## config.mk

```make
export PLATFORM = sky130hd
export DESIGN_NAME = fsk_symbol_scheduler
export DESIGN_NICKNAME = d
export VERILOG_FILES = /design/src/rtl/fsk_pkg.sv /design/src/rtl/fsk_symbol_timer.sv /design/src/rtl/fsk_symbol_scheduler.sv
export SDC_FILE = /design/constraint.sdc
export NUM_CORES = 1
export LEC_CHECK = 0
export ABC_AREA = 1
export BUFFER_PORTS_ARGS = -buffer_cell sky130_fd_sc_hd__buf_2
export CORE_MARGIN = 2
export CORE_UTILIZATION = 30
export DETAILED_ROUTE_END_ITERATION = 16
export PLACE_DENSITY = 0.57
export SLEW_MARGIN = 15
export SYNTH_ARGS = -nofsm -noshare
export SYNTH_HDL_FRONTEND = slang
export SYNTH_SLANG_ARGS = --single-unit
```

## constraint.sdc

```tcl
create_clock -name clk100mhz -period 2.1 [get_ports clk100mhz]
set_clock_uncertainty 0.15 [all_clocks]
set_input_delay 0 -clock clk100mhz [delete_from_list [all_inputs] [get_ports clk100mhz]]
set_output_delay 0 -clock clk100mhz [all_outputs]
set_load 0.005 [all_outputs]
```

## src/rtl/fsk_pkg.sv

```systemverilog
// Shared FSK scheduler types: frame state enum and default phase steps.
// Macro FSK_SCHED_PARITY_EN adds the PARITY state (even parity symbol).
package fsk_pkg;

  typedef enum logic [2:0] {
    IDLE,
    PREAMBLE,
    START,
    DATA,
`ifdef FSK_SCHED_PARITY_EN
    PARITY,
`endif
    STOP
  } fsk_state_e;

  localparam logic [4:0] STEP_MARK_DEF  = 5'd10;
  localparam logic [4:0] STEP_SPACE_DEF = 5'd5;
  localparam logic [4:0] STEP_IDLE_DEF  = 5'd1;

endpackage

```

## src/rtl/fsk_symbol_timer.sv

```systemverilog
// Symbol-sample counter: runs 0..SYMBOL_SAMPLES-1 and wraps on its own.
// tc flags the last sample of a symbol; pre_tc flags that the next
// cycle will be the last sample (used to register a last-cycle output).
module fsk_symbol_timer #(
  parameter int unsigned SYMBOL_SAMPLES = 1000
) (
  input  logic clk,
  input  logic rst,
  input  logic clear,
  output logic tc,
  output logic pre_tc
);

  localparam int unsigned CW = $clog2(SYMBOL_SAMPLES);
  localparam logic [CW-1:0] LAST = CW'(SYMBOL_SAMPLES - 1);
  localparam logic [CW-1:0] PRE  = CW'(SYMBOL_SAMPLES - 2);

  logic [CW-1:0] cnt_q, cnt_d;

  assign tc     = (cnt_q == LAST);
  assign pre_tc = !clear && (cnt_q == PRE);

  // next count: clear to 0, wrap at terminal count, else increment
  always_comb begin
    cnt_d = cnt_q + CW'(1);
    if (clear || tc) cnt_d = '0;
  end

  // count register
  always_ff @(posedge clk) begin
    if (rst) cnt_q <= '0;
    else     cnt_q <= cnt_d;
  end

endmodule

```

## src/rtl/fsk_symbol_scheduler.sv

```systemverilog
// FSK symbol scheduler: frames a payload byte as preamble, start, 8 data
// bits LSB first, optional parity, stop; emits one phase step per cycle.
// Macro FSK_SCHED_PARITY_EN inserts an even-parity symbol before STOP.
// All outputs are registered and derived from the next state.
module fsk_symbol_scheduler
  import fsk_pkg::*;
#(
  parameter int unsigned SYMBOL_SAMPLES = 1000,
  parameter int unsigned PREAMBLE_BITS  = 16,
  parameter logic [4:0]  STEP_MARK      = STEP_MARK_DEF,
  parameter logic [4:0]  STEP_SPACE     = STEP_SPACE_DEF,
  parameter logic [4:0]  STEP_IDLE      = STEP_IDLE_DEF
) (
  input  logic       clk100mhz,
  input  logic       rst,
  input  logic [7:0] is8_data,
  input  logic       i_data_valid,
  output logic       o_data_ready,
  output logic [4:0] o5_step,
  output logic       o_bit,
  output logic       o_symbol_strobe,
  output logic       o_busy
);

  localparam logic [7:0] PRE_LAST = (PREAMBLE_BITS == 0) ? 8'd0 : 8'(PREAMBLE_BITS - 1);

  fsk_state_e state_q, state_d;
  logic [7:0] idx_q, idx_d;
  logic [7:0] data_q, data_d;
  logic       bit_q, bit_d;
  logic [4:0] step_q, step_d;
  logic       strobe_q, strobe_d;
  logic       busy_q, busy_d;
  logic       ready_q, ready_d;
  logic       accept, tc, pre_tc, tmr_clear;

  assign accept    = i_data_valid && ready_q;
  assign tmr_clear = (state_q == IDLE) || accept;

  fsk_symbol_timer #(.SYMBOL_SAMPLES(SYMBOL_SAMPLES)) u_timer (
    .clk    (clk100mhz),
    .rst    (rst),
    .clear  (tmr_clear),
    .tc     (tc),
    .pre_tc (pre_tc)
  );

  // next-state, symbol index and byte capture
  always_comb begin
    state_d = state_q;
    idx_d   = idx_q;
    data_d  = data_q;
    case (state_q)
      IDLE: if (accept) begin
        data_d  = is8_data;
        idx_d   = '0;
        state_d = (PREAMBLE_BITS == 0) ? START : PREAMBLE;
      end
      PREAMBLE: if (tc) begin
        if (idx_q == PRE_LAST) begin
          state_d = START;
          idx_d   = '0;
        end else begin
          idx_d = idx_q + 8'd1;
        end
      end
      START: if (tc) begin
        state_d = DATA;
        idx_d   = '0;
      end
      DATA: if (tc) begin
        if (idx_q == 8'd7) begin
`ifdef FSK_SCHED_PARITY_EN
          state_d = PARITY;
`else
          state_d = STOP;
`endif
        end else begin
          idx_d = idx_q + 8'd1;
        end
      end
`ifdef FSK_SCHED_PARITY_EN
      PARITY: if (tc) state_d = STOP;
`endif
      STOP: begin
        // ready is only high on the last STOP cycle, so accept implies tc
        if (accept) begin
          data_d  = is8_data;
          idx_d   = '0;
          state_d = START;
        end else if (tc) begin
          state_d = IDLE;
        end
      end
      default: state_d = IDLE;
    endcase
  end

  // output values for the cycle after this edge
  always_comb begin
    bit_d = 1'b1;
    case (state_d)
      PREAMBLE: bit_d = ~idx_d[0];
      START:    bit_d = 1'b0;
      DATA:     bit_d = data_d[idx_d[2:0]];
`ifdef FSK_SCHED_PARITY_EN
      PARITY:   bit_d = ^data_d;
`endif
      default:  bit_d = 1'b1;
    endcase
    busy_d   = (state_d != IDLE);
    step_d   = !busy_d ? STEP_IDLE : (bit_d ? STEP_MARK : STEP_SPACE);
    strobe_d = accept || ((state_q != IDLE) && tc && busy_d);
    ready_d  = (state_d == IDLE) || ((state_d == STOP) && pre_tc);
  end

  // state and output registers, synchronous reset aborts any frame
  always_ff @(posedge clk100mhz) begin
    if (rst) begin
      state_q  <= IDLE;
      idx_q    <= '0;
      data_q   <= '0;
      bit_q    <= 1'b1;
      step_q   <= STEP_IDLE;
      strobe_q <= 1'b0;
      busy_q   <= 1'b0;
      ready_q  <= 1'b0;
    end else begin
      state_q  <= state_d;
      idx_q    <= idx_d;
      data_q   <= data_d;
      bit_q    <= bit_d;
      step_q   <= step_d;
      strobe_q <= strobe_d;
      busy_q   <= busy_d;
      ready_q  <= ready_d;
    end
  end

  assign o_data_ready    = ready_q;
  assign o5_step         = step_q;
  assign o_bit           = bit_q;
  assign o_symbol_strobe = strobe_q;
  assign o_busy          = busy_q;

endmodule

```

Yosys cells after proc, flatten, opt, wreduce, memory -nomap -nowiden:

Index checks and enable logic that the tools add are counted.

* add/subtract/negate cells: 2
* reduce and logical (&&, ||, !) cells: 19
* mux-type cells: 22
* order comparisons: 1
* equal/unequal tests: 17
* bitwise logic cells: 2

Operators by type and width (count)
* two-way mux 8 bit: 8
* one-hot mux 8 bit (4 select lines): 1
* two-way mux 3 bit: 8
* == test 10 bit (second input constant): 2
* one-hot mux 3 bit (5 select lines): 1
* == test 3 x 2 -> 1 bit (second input constant): 4
* adder 10 x 1 -> 10 bit (second input constant): 1
* adder 8 x 1 -> 8 bit (second input constant): 1
* == test 8 x 3 -> 1 bit (second input constant): 1
* == test 8 x 4 -> 1 bit (second input constant): 1
* inequality test 2 bit (second input constant): 4
* == test 3 x 1 -> 1 bit (second input constant): 2
* == test 3 bit (second input constant): 2
* logical NOT 3 bit: 2
* AND reduction 6 bit: 1
* nonzero test 3 bit: 2
* OR reduction 2 bit: 3
* logical AND 1 bit: 5
* logical OR 1 bit: 4
* less-than comparator 3 x 4 -> 1 bit (second input constant): 1
* two-way mux 4 bit: 1
* nonzero test 4 bit: 1
* binary-select mux 1 bit (select 3 bit): 1
* one-hot mux 1 bit (3 select lines): 1
* other kinds (4): 5

* logic and storage cells: 73
* input port bits: 11
* flip-flop bits (word level): 38
* output and inout bits: 9

Longest topological paths before layout:

Gate-level depths: netlist (run 1).

* depth after elaboration: 8
* mapped depth: 17
* depth with buffers taken out: 17

Hierarchy:

From an unflattened synthesis (run 1), not the netlist that was laid out.

* cell total of the unflattened synthesis: 291
* area, all modules: 2080.7 µm²

Modules (own cells, without submodules)
* fsk_symbol_scheduler: cells an instance 218, times used 1, area an instance 1542.7 µm², sequential area each 520.5 µm²
* fsk_symbol_timer: cells an instance 73, times used 1, area an instance 538.0 µm², sequential area each 200.2 µm²

Least setup slack after synthesis (run 1):

OpenSTA, ideal clock, no wires.

* kind: reg2reg
* from: register idx_q[0]
* to: register strobe_q, in the netlist o_symbol_strobe
* buffers on the path: 0
* stages on the path, launching flop included: 13
* clock period less this slack: 1.986 ns
* required time: 1.819 ns
* library setup time: 0.131 ns
* arrival: 1.705 ns
* setup slack: 0.114 ns
* path through: dfxtp_1 -> ha_1 -> nand3_1 -> nor2_2 -> inv_1 -> o21ai_2 -> nand2_1 -> nor2_2 -> nand2_1 -> nor2_1 -> nor2_2 -> inv_2 -> o22ai_1

* longest elaborated chain between the ends: 7
* elaborated cells between the ends (all ways): 10
* those cells by class: eq/ne: 2; mux: 5; reduce/logical: 3

RTL lines
* start: declaration: RTL line fsk_symbol_scheduler.sv:28 `logic [7:0] idx_q, idx_d;`
* start signal: assignment: RTL line fsk_symbol_scheduler.sv:130 `idx_q <= idx_d;`
* == test 8 x 3 -> 1 bit or == test 8 x 4 -> 1 bit (tied branches): RTL line fsk_symbol_scheduler.sv:72, fsk_symbol_scheduler.sv:60
* two-way mux 3 bit (on tied branches): RTL line fsk_symbol_scheduler.sv:72, fsk_symbol_scheduler.sv:60
* two-way mux 3 bit (on tied branches): RTL line fsk_symbol_scheduler.sv:71, fsk_symbol_scheduler.sv:59
* one-hot mux 3 bit (5 select lines) (*): RTL line fsk_symbol_scheduler.sv:53 `case (state_q)`
* nonzero test 3 bit (*): RTL line fsk_symbol_scheduler.sv:111 `busy_d = (state_d != IDLE);`
* logical AND 1 bit (*): RTL line fsk_symbol_scheduler.sv:113 `strobe_d = accept || ((state_q != IDLE) && tc && busy_d);`
* logical OR 1 bit (*): RTL line fsk_symbol_scheduler.sv:113
* end signal: assignment: RTL line fsk_symbol_scheduler.sv:134 `strobe_q <= strobe_d;`
* end: declaration: RTL line fsk_symbol_scheduler.sv:32 `logic strobe_q, strobe_d;`

Mark *: on every way between the ends. The rest lies on a longest branch, timed or not.
A chain may end at the register's enable or synchronous reset.

Worst setup path after layout (run 1):

* from: register idx_q[1]
* to: register step_q[2], in the netlist o5_step[2]

* longest elaborated chain between the ends: 8
* elaborated cells between the ends (all ways): 26
* those cells by class: add/sub: 1; eq/ne: 5; mux: 16; bitwise: 2; reduce/logical: 2

RTL lines
* adder 8 x 1 -> 8 bit, or another cell as far along: RTL line fsk_symbol_scheduler.sv:64, fsk_symbol_scheduler.sv:79
* two-way mux 8 bit (on tied branches): RTL line fsk_symbol_scheduler.sv:72, fsk_symbol_scheduler.sv:60
* two-way mux 8 bit (on tied branches): RTL line fsk_symbol_scheduler.sv:71, fsk_symbol_scheduler.sv:59
* one-hot mux 8 bit (4 select lines): RTL line fsk_symbol_scheduler.sv:53
* binary-select mux 1 bit (select 3 bit): RTL line fsk_symbol_scheduler.sv:105 `DATA: bit_d = data_d[idx_d[2:0]];`
* two-way mux 1 bit (implied by the code): RTL line fsk_symbol_scheduler.sv:105
* one-hot mux 1 bit (3 select lines): RTL line fsk_symbol_scheduler.sv:102 `case (state_d)`
* two-way mux 4 bit: RTL line fsk_symbol_scheduler.sv:112 `step_d = !busy_d ? STEP_IDLE : (bit_d ? STEP_MARK : STEP_SPACE);`
* end signal: assignment: RTL line fsk_symbol_scheduler.sv:133 `step_q <= step_d;`
* end: declaration: RTL line fsk_symbol_scheduler.sv:31 `logic [4:0] step_q, step_d;`

Parallel ways exist; a longest one is shown, timed or not. The select of a mux whose other input is x is not followed.

==> results.md, run 1 <==
* Via count at 2,051
* Clock sink count at 36
* Switching Power at 0.359 mW
* CORE AREA at 6680 µm²
* Status: complete, no violations
* Fin cells at 430
* Hold Path Class: input port to flip-flop
* Combinational power share at 12.4%
* Final setup fails at 0
* Fmax at 0.487 GHz
* Commonest non-fill, non-tap cells in the layout: nand2_1 (51), nor2_1 (41), inv_1 (34), dfxtp_1 (30), buf_4 (19)
* Row count at 30
* Die area at 7500 µm²
* Max VDD drop at 0.309 mV
* Commonest non-fill, non-tap cell in the layout: nand2_1
* Worst stage delay on the critical path at 360 ps
* Total GRT Usage at 13.5%
* Port buffer count at 18
* Tmin final at 2050 ps
* Sw Share at 23.9%
* WS Path Type: flip-flop to flip-flop
* Instance count of the mapped netlist at 290
* Initial antenna violation count at 0
* Period utilization at 97.8%
* Sequential element share of the synthesized area at 35.2%
* Placed insts at 399
* Pwr per Cell Area at 530 nW/µm²
* H-tree levels at 2
* Post-Synthesis Cell Area at 2050 µm²
* DR vias/cell at 4.77
* Worst path top cell family by delay: simple AND/OR/NAND/NOR gates
* Clock power frac at 40.6%
* CTS root buf: clkbuf_8
* Max_cap viols at 0
* Clock Latency Late Sink at 290 ps
* Die Wd at 86.6 µm
* P_int at 1.14 mW
* Post-route ant nets at 0
* CTS tree: built
* Share of post-route cells with drive strength above 1 at 32.3%
* Pleak at 1.23 nW
* Design Power at 1.50 mW
* Crit path max fanout at 6
* Startpoint types: flip-flop
* Clk buf depth at 2
* YS warnings at 0
* First-pass GRT wire length at 8130 µm
* Nets at 363
* Distinct cells, synth at 39
* Critical path capture point type: flip-flop
* Detailed placer's ending HPWL at 3430 µm
* DRC at 0
* Area Overhead vs Synth at 38.1%
* IO Count at 20
* Pin count of the biggest net entering global routing at 19
* Placer Congestion at 0.898
* Pre-antenna DRT Iters at 4
* Final hold violations at 0
* Grt ovf at 0
* Clk slew on worst S/H paths at 80 ps
* Final WL at 5100 µm
* Die Height at 86.6 µm
* Crit path cell chain: ha_4, nand2_1, inv_2, nand2_2, nor2_4, nand3_2, nand2_2, nand2_2, nand2_4, nand3_4, nand2_1, nand3_2, nand3_2, nand3_1, nand3_1, nor2_1
* Starting Density at 30.7%
* Number of buffers created by CTS at 5
* CP arrival at 2070 ps
* Yosys reg bits at 36
* RSZ-0062 raised after global routing: yes
* Buf+Inv Stages, Crit Path at 1
* DR WL/cell at 11.9 µm
* Slew Limit Fails at 0
* Syn Area/Cell at 7.06 µm²
* Vias in the first global route at 1,886
* Critical-path top delay cell: dfxtp_2
* Critical path required time at 2120 ps
* # diodes at 0
* Syn nets at 304
* Reg power frac at 47.1%
* DR iter-0 viols at 71
[cells in the mapped netlist, drive strengths merged]
master | instances | area share, %
o211ai | 2 | 0.73
clkinv | 2 | 0.43
conb | 1 | 0.18
mux2i | 8 | 3.9
o31ai | 1 | 0.37
nor3 | 6 | 2.5
nand2 | 66 | 13
nand3 | 22 | 7.9
o21ai | 13 | 3.5
nor4 | 1 | 0.31
a21oi | 8 | 2.0
o2111ai | 1 | 0.73
nand4 | 7 | 2.1
xor2 | 2 | 0.86
nor2 | 53 | 11
ha | 3 | 1.8
o21a | 3 | 1.1
or2 | 1 | 0.31
dfxtp | 36 | 35
clkbuf | 2 | 0.37
a41oi | 1 | 0.43
nor3b | 4 | 1.5
o22ai | 1 | 0.31
buf | 3 | 0.98
a32o | 1 | 0.49
inv | 42 | 7.7
[logic make-up after synthesis]
logic type	count (synthesis)	synth area share, %
AND/OR/NAND/NOR	160	38.9
buffers and inverters	49	9.47
flip-flops	36	35.2
AO/OA/AOI/OAI	31	9.65
multiplexers	8	3.91
adder cells (fa/ha/maj)	3	1.83
XOR/XNOR	2	0.855
other	1	0.183
[power by group through the flow]
| stage | registers [mW] | clock network (mW) | logic [mW] |
|---|---|---|---|
| floorplan | 0.725 | 0 | 0.0938 |
| global placement | 0.724 | 0 | 0.153 |
| detailed placement | 0.724 | 0 | 0.153 |
| CTS | 0.708 | 0.623 | 0.180 |
| global route | 0.708 | 0.649 | 0.205 |
| finish | 0.706 | 0.608 | 0.186 |
[worst register-to-register path: cells and delay by family, from the launching register on]
family                     cells  cell delay (ps)
DFF                            1              360
and+or+nand+nor               14             1220
adders and majority gates      1              150
buffers and inverters          1               70
[registers in the layout (all words and copies together), names as in the netlist]
| register | cells |
|---|---|
| state_q | 3 |
| o_busy | 1 |
| o5_step | 3 |
| o_symbol_strobe | 1 |
| u_timer.cnt_q | 10 |
| idx_q | 8 |
| o_data_ready | 1 |
| data_q | 8 |
| o_bit | 1 |
[final timing paths]
path / start / end / slack (ps) / cells past startpoint
max: idx_q[1]$_SDFF_PP0_ / o5_step[2]$_SDFF_PP0_ / 50 / 16
min: i_data_valid / state_q[2]$_SDFF_PP0_ / 260 / 7
max reg2reg: idx_q[1]$_SDFF_PP0_ / o5_step[2]$_SDFF_PP0_ / 50 / 16
min reg2reg: idx_q[6]$_SDFFE_PP0P_ / idx_q[6]$_SDFFE_PP0P_ / 340 / 2
[layout make-up]
type                       instances  area, µm²
inverter                          44        168
clock inverter                     2       35.0
timing repair buffer              56        433
multi-input combinational        206       1290
fill                             701       3850
clock buffer                       6       72.6
tap                               80        100
sequential                        36        733
[per-layer routing]
layer | vias up | track usage (%) | part of all wire (%)
li1 | 1049 | - | -
met2 | 43 | 22.1 | 49
met1 | 947 | 16.8 | 45
met4 | 0 | 6.68 | 2.7
met3 | 12 | 2.57 | 3.4
met5 | - | 0 | 0
[metrics by stage]
step	hold slack (ps)	setup WS [ps]	setup TNS [ps]	instance area (µm²)	utilization [%]
2_1_floorplan	16.4	114	0	2050	-
3_3_place_gp	114	-39.3	-130	2340	35.1
3_5_place_dp	120	-90.8	-323	2340	35.1
4_1_cts	232	7.46	0	2670	39.9
5_1_grt	329	-86.7	-369	2830	42.3
6_report	263	46.7	0	2830	42.3
[timing repair]
action                                  4_1_cts  5_1_grt
pin swaps                                     2       10
gates cloned                                  0        1
endpoints found under the setup margin        4       14
hold buffers                                 18        0
hold endpoints to repair                     15        0
setup buffers                                 1        3
resized for setup                            10       36
(Power assumes the default switching activity.)
==> run 2, diff against run 1 <==
--- a/config.mk
+++ b/config.mk
@@ -7,7 +7,6 @@
 export LEC_CHECK = 0
 export ABC_AREA = 1
 export BUFFER_PORTS_ARGS = -buffer_cell sky130_fd_sc_hd__buf_2
-export CORE_MARGIN = 2
 export CORE_UTILIZATION = 30
 export DETAILED_ROUTE_END_ITERATION = 16
 export PLACE_DENSITY = 0.57
@@ -15,3 +14,4 @@
 export SYNTH_ARGS = -nofsm -noshare
 export SYNTH_HDL_FRONTEND = slang
 export SYNTH_SLANG_ARGS = --single-unit
+export TNS_END_PERCENT = 10
==> run 2 against run 1 <==
  * Die area is 4.6% lower
  * Power decreased by 8.0%
  * Sequential power about the same
  * Via count fell by 1.8%
  * Clock power down 23%
  * Largest power group unchanged
  * First-iteration DRC count fell by 2.8%
  * Critical endpoint is now o_bit$_SDFF_PP1_
  * Sequential cell count did not move
==> results.md, run 2 (same netlist as run 1, synthesis figures left out) <==
* WS Path Type: flip-flop to flip-flop (unchanged)
* Starting Density at 31.7% (was 30.7%)
* Period utilization at 98.7% (was 97.8%)
* Via count at 2,014 (was 2,051)
* # diodes at 0 (unchanged)
* Critical path required time at 2130 ps (was 2120 ps)
* Post-route ant nets at 0 (unchanged)
* Crit path max fanout at 6 (unchanged)
* Hold Path Class: flip-flop to flip-flop (was input port to flip-flop)
* Clock Latency Late Sink at 280 ps (was 290 ps)
* DR vias/cell at 4.73 (was 4.77)
* H-tree levels at 2 (unchanged)
* DR WL/cell at 12.3 µm (was 11.9 µm)
* Number of buffers created by CTS at 5 (unchanged)
* Place WS at -113 ps (was -90.8 ps)
* Clk buf depth at 2 (unchanged)
* Pleak at 1.24 nW (was 1.23 nW)
* Tmin final at 2070 ps (was 2050 ps)
* Placer Congestion at 0.883 (was 0.898)
* Startpoint types: flip-flop (unchanged)
* Vias in the first global route at 1,860 (was 1,886)
* Final setup fails at 0 (unchanged)
* Regs by FF count: u_timer.cnt_q: 10 flops, data_q: 8 flops, idx_q: 8 flops (unchanged)
* Pre-antenna DRT Iters at 4 (unchanged)
* Register with the most flip-flops: u_timer.cnt_q (unchanged)
* IO Count at 20 (unchanged)
* Final hold violations at 0 (unchanged)
* Initial antenna violation count at 0 (unchanged)
* Row count at 29 (was 30)
* Total GRT Usage at 14.4% (was 13.5%)
* Nets at 363 (unchanged)
* Port buffer count at 18 (unchanged)
* Max VDD drop at 0.305 mV (was 0.309 mV)
* Commonest non-fill, non-tap cell in the layout: nand2_1 (unchanged)
* Fmax at 0.483 GHz (was 0.487 GHz)
* Setup WS post-layout at 27.7 ps (was 46.7 ps)
* DRC at 0 (unchanged)
* Commonest non-fill, non-tap cells in the layout: nand2_1 (49), nor2_1 (39), inv_1 (35), dfxtp_1 (31), buf_4 (20) (was nand2_1 (51), nor2_1 (41), inv_1 (34), dfxtp_1 (30), buf_4 (19))
* Critical path capture point type: flip-flop (unchanged)
* Area after DPL at 2320 µm² (was 2340 µm²)
* Status: complete, no violations (unchanged)
* Final WL at 5260 µm (was 5100 µm)
* Die area at 7160 µm² (was 7500 µm²)
* CORE AREA at 6460 µm² (was 6680 µm²)
* Clock sink count at 36 (unchanged)
* Max_cap viols at 0 (unchanged)
* Die Wd at 84.6 µm (was 86.6 µm)
* Clk slew on worst S/H paths at 70 ps (was 80 ps)
* Die Height at 84.6 µm (was 86.6 µm)
* CTS root buf: clkbuf_8 (unchanged)
* Final instance area at 2830 µm² (about the same)
* First-pass GRT wire length at 8190 µm (was 8130 µm)
* Pwr per Cell Area at 488 nW/µm² (was 530 nW/µm²)
* Grt ovf at 0 (unchanged)
* Fillers at 655 (was 701)
* Slew Limit Fails at 0 (unchanged)
* DR iter-0 viols at 69 (was 71)
* Max FFs per register at 10 (unchanged)
* CP arrival at 2100 ps (was 2070 ps)
* CTS tree: built (unchanged)
* Pin count of the biggest net entering global routing at 18 (was 19)
* Detailed placer's ending HPWL at 3500 µm (was 3430 µm)
* RSZ-0062 raised after global routing: yes (unchanged)
* Share of post-route cells with drive strength above 1 at 35.0% (was 32.3%)
* Area Overhead vs Synth at 38.1% (about the same)
* Hold slack at 337 ps (was 263 ps)
## run 2: worst paths after layout
kind | slack [ps] | endpoint | startpoint | cells past startpoint
max | 30 | o_bit$_SDFF_PP1_ | idx_q[1]$_SDFF_PP0_ | 16
min | 340 | idx_q[6]$_SDFFE_PP0P_ | idx_q[6]$_SDFFE_PP0P_ | 2
min reg2reg | 340 | idx_q[6]$_SDFFE_PP0P_ | idx_q[6]$_SDFFE_PP0P_ | 2
max reg2reg | 30 | o_bit$_SDFF_PP1_ | idx_q[1]$_SDFF_PP0_ | 16
## run 2: worst max-delay path, stage by stage (launching register included)
cell     delay (ps)
dfxtp_2         360
ha_4            150
nand2_2          50
inv_2            80
nand2_4          60
nor2_4          160
nand3_2         110
nand2_2         100
nand2_2          70
nand2_4          90
nand4_1         130
nand3_2         120
nand3_2         100
nand3_2          60
nand2_1          60
nand2_2          70
nand2_1          50
## run 2: timing repair
| action | 4_1_cts | 5_1_grt |
|---|---|---|
| pin swaps | 0 | 16 |
| hold buffers | 17 | 0 |
| gates resized for setup | 7 | 47 |
| endpoints found under the setup margin | 11 | 12 |
| cloned | 0 | 1 |
| endpoints found under the hold margin | 19 | 0 |
| setup buffers | 0 | 7 |
## run 2: metal layers
layer | wire length (µm) | GRT usage (%) | share of wire [%] | vias to the layer above
met5 | 0 | 0 | 0 | -
met4 | 85 | 6.78 | 1.6 | 0
met3 | 135 | 3.44 | 2.6 | 8
met2 | 2660 | 25.3 | 51 | 43
met1 | 2380 | 16.6 | 45 | 919
li1 | - | - | - | 1044
## run 2: per-stage QoR
stage	TNS [ps]	cells	power [mW]	util, %
2_1_floorplan	0	290	0.819	-
5_1_grt	-574	426	1.44	43.8
3_5_place_dp	-350	394	0.878	36.0
4_1_cts	-14.4	418	1.37	40.2
3_3_place_gp	-28.1	394	0.880	36.0
6_report	0	426	1.38	43.8
## run 2: where the power goes
group          total [mW]  switching [mW]  internal (mW)
sequential          0.709         0.00741          0.702
combinational       0.203           0.106         0.0969
clock               0.468           0.242          0.226
total                1.38           0.356           1.02
## run 2: final cells by class
class	count	area [µm²]	share of cell area [%]
inverter	44	168	5.93
multi-input combinational	206	1330	47.0
clock inverter	1	5.00	0.177
clock buffer	6	72.6	2.57
tap	77	96.3	3.41
sequential	36	727	25.7
timing repair buffer	56	430	15.2
==> run 3, diff against run 2 <==
--- a/config.mk
+++ b/config.mk
@@ -9,8 +9,9 @@
 export BUFFER_PORTS_ARGS = -buffer_cell sky130_fd_sc_hd__buf_2
 export CORE_UTILIZATION = 30
 export DETAILED_ROUTE_END_ITERATION = 16
+export MAX_ROUTING_LAYER = met4
 export PLACE_DENSITY = 0.57
-export SLEW_MARGIN = 15
+export SLEW_MARGIN = 40
 export SYNTH_ARGS = -nofsm -noshare
 export SYNTH_HDL_FRONTEND = slang
 export SYNTH_SLANG_ARGS = --single-unit
==> run 3 against run 2 <==
  * Power rose by 0.98%
  * Largest cell class unchanged
  * Setup slack improved by 44 ps
  * Critical path depth up 1
  * Critical path type unchanged
==> results.md, run 3 (same netlist as run 1, synthesis figures left out) <==
* Nets at 365 (was 363)
* Slew Limit Fails at 0 (unchanged)
* # diodes at 0 (unchanged)
* Starting Density at 31.7% (unchanged)
* WS Path Type: flip-flop to flip-flop (unchanged)
* Die area at 7160 µm² (unchanged)
* Regs by FF count: u_timer.cnt_q: 10 flops, data_q: 8 flops, idx_q: 8 flops (unchanged)
* CTS root buf: clkbuf_8 (unchanged)
* CTS tree: built (unchanged)
* Place WS at -65.6 ps (was -113 ps)
* Commonest non-fill, non-tap cell in the layout: nand2_1 (unchanged)
* Pleak at 1.26 nW (was 1.24 nW)
* DR iter-0 viols at 108 (was 69)
* Die Height at 84.6 µm (unchanged)
* Via count at 2,066 (was 2,014)
* Clock Latency Late Sink at 290 ps (was 280 ps)
* Vias in the first global route at 1,953 (was 1,860)
* Critical path required time at 2130 ps (about the same)
* Number of buffers created by CTS at 5 (unchanged)
* DRC at 0 (unchanged)
* Clk buf depth at 2 (unchanged)
* Placer Congestion at 0.932 (was 0.883)
* RSZ-0062 raised after global routing: yes (unchanged)
* Total GRT Usage at 14.8% (was 14.4%)
* H-tree levels at 2 (unchanged)
* Total Negative Setup Slacks at 0 ps (unchanged)
* Detailed placer's ending HPWL at 3490 µm (was 3500 µm)
* Period utilization at 96.6% (was 98.7%)
* Post-route ant nets at 0 (unchanged)
* Commonest non-fill, non-tap cells in the layout: nand2_1 (49), nor2_1 (41), inv_1 (33), dfxtp_1 (26), buf_4 (21) (was nand2_1 (49), nor2_1 (39), inv_1 (35), dfxtp_1 (31), buf_4 (20))
* Hold Path Class: input port to flip-flop (was flip-flop to flip-flop)
* Area after DPL at 2320 µm² (unchanged)
* Status: complete, no violations (unchanged)
* Pin count of the biggest net entering global routing at 18 (unchanged)
* CORE AREA at 6460 µm² (unchanged)
* Final hold violations at 0 (unchanged)
* Pwr per Cell Area at 483 nW/µm² (was 488 nW/µm²)
* Grt ovf at 0 (unchanged)
* Row count at 29 (unchanged)
* Max FFs per register at 10 (unchanged)
* Share of post-route cells with drive strength above 1 at 36.4% (was 35.0%)
* Final instance area at 2890 µm² (was 2830 µm²)
* Crit path max fanout at 6 (unchanged)
* Clock sink count at 36 (unchanged)
* DR WL/cell at 12.0 µm (was 12.3 µm)
* DR vias/cell at 4.82 (was 4.73)
* Critical path capture point type: flip-flop (unchanged)
* Register with the most flip-flops: u_timer.cnt_q (unchanged)
* CP arrival at 2060 ps (was 2100 ps)
* Max_cap viols at 0 (unchanged)
* Final WL at 5140 µm (was 5260 µm)
* Port buffer count at 18 (unchanged)
* Area Overhead vs Synth at 40.9% (was 38.1%)
* IO Count at 20 (unchanged)
* Setup WS post-layout at 71.7 ps (was 27.7 ps)
* Tmin final at 2030 ps (was 2070 ps)
* Die Wd at 84.6 µm (unchanged)
* Initial antenna violation count at 0 (unchanged)
* Max VDD drop at 0.320 mV (was 0.305 mV)
* Pre-antenna DRT Iters at 5 (was 4)
* Startpoint types: flip-flop (unchanged)
* Final setup fails at 0 (unchanged)
* Fmax at 0.493 GHz (was 0.483 GHz)
* Clk slew on worst S/H paths at 80 ps (was 70 ps)
* First-pass GRT wire length at 8300 µm (was 8190 µm)
-- run 3: worst max-delay path, stage by stage (launching register included) --
cell,delay [ps]
dfxtp_4,370
inv_4,50
nand4_1,100
nor2_2,150
buf_4,130
nand2_4,70
nor2_2,130
nand2_1,80
nand2_1,70
nand2_2,60
inv_1,90
nor2_4,60
nand3_2,70
nand3_2,90
nand3_2,60
nand2_1,60
nand2_2,80
nand2_1,60
-- run 3: cell type report --
cell class / count / area [µm²]
multi-input cells: 206 / 1340
clock buffers: 5 / 68.8
inverters: 44 / 170
repair buffers: 58 / 448
flip-flops and latches: 36 / 741
well taps: 77 / 96.3
clock inverters: 3 / 18.8
fillers: 664 / 3570
-- run 3: layer usage --
layer | up-vias | track usage [%] | wire length (µm)
met5 | - | - | 0
li1 | 1049 | - | -
met4 | 0 | 6.78 | 130
met3 | 13 | 3.24 | 186
met2 | 52 | 24.0 | 2500
met1 | 952 | 17.5 | 2320
-- run 3: through the flow --
stage               power, mW  util [%]  std cells  hold WS (ps)
global placement        0.878      36.0        394           116
CTS                      1.40      40.4        420           222
global route             1.46      44.7        429           317
detailed placement      0.877      36.0        394           115
finish                   1.39      44.7        429           257
floorplan               0.819         -        290          16.4
-- run 3: power breakdown --
group	total, mW	leakage (nW)	internal, mW	switching (mW)
combinational	0.194	0.916	0.0939	0.100
clock	0.495	0.0479	0.231	0.263
sequential	0.705	0.298	0.698	0.00723
total	1.39	1.26	1.02	0.371
-- run 3: worst paths after layout --
check | startpoint | endpoint | slack [ps] | cells after the start
hold reg to reg | idx_q[6]$_SDFFE_PP0P_ | idx_q[6]$_SDFFE_PP0P_ | 360 | 2
setup reg to reg | u_timer.cnt_q[4]$_SDFF_PP0_ | o_bit$_SDFF_PP1_ | 70 | 17
hold / removal | i_data_valid | state_q[2]$_SDFF_PP0_ | 260 | 7
setup / recovery | u_timer.cnt_q[4]$_SDFF_PP0_ | o_bit$_SDFF_PP1_ | 70 | 17
-- run 3: repair_timing --
item	CTS	global route
hold buffers	18	0
cloned	0	1
buffers inserted	0	8
endpoints found under the setup margin	4	17
gates resized for setup	8	59
hold endpoints to repair	19	0
pin swaps	2	19
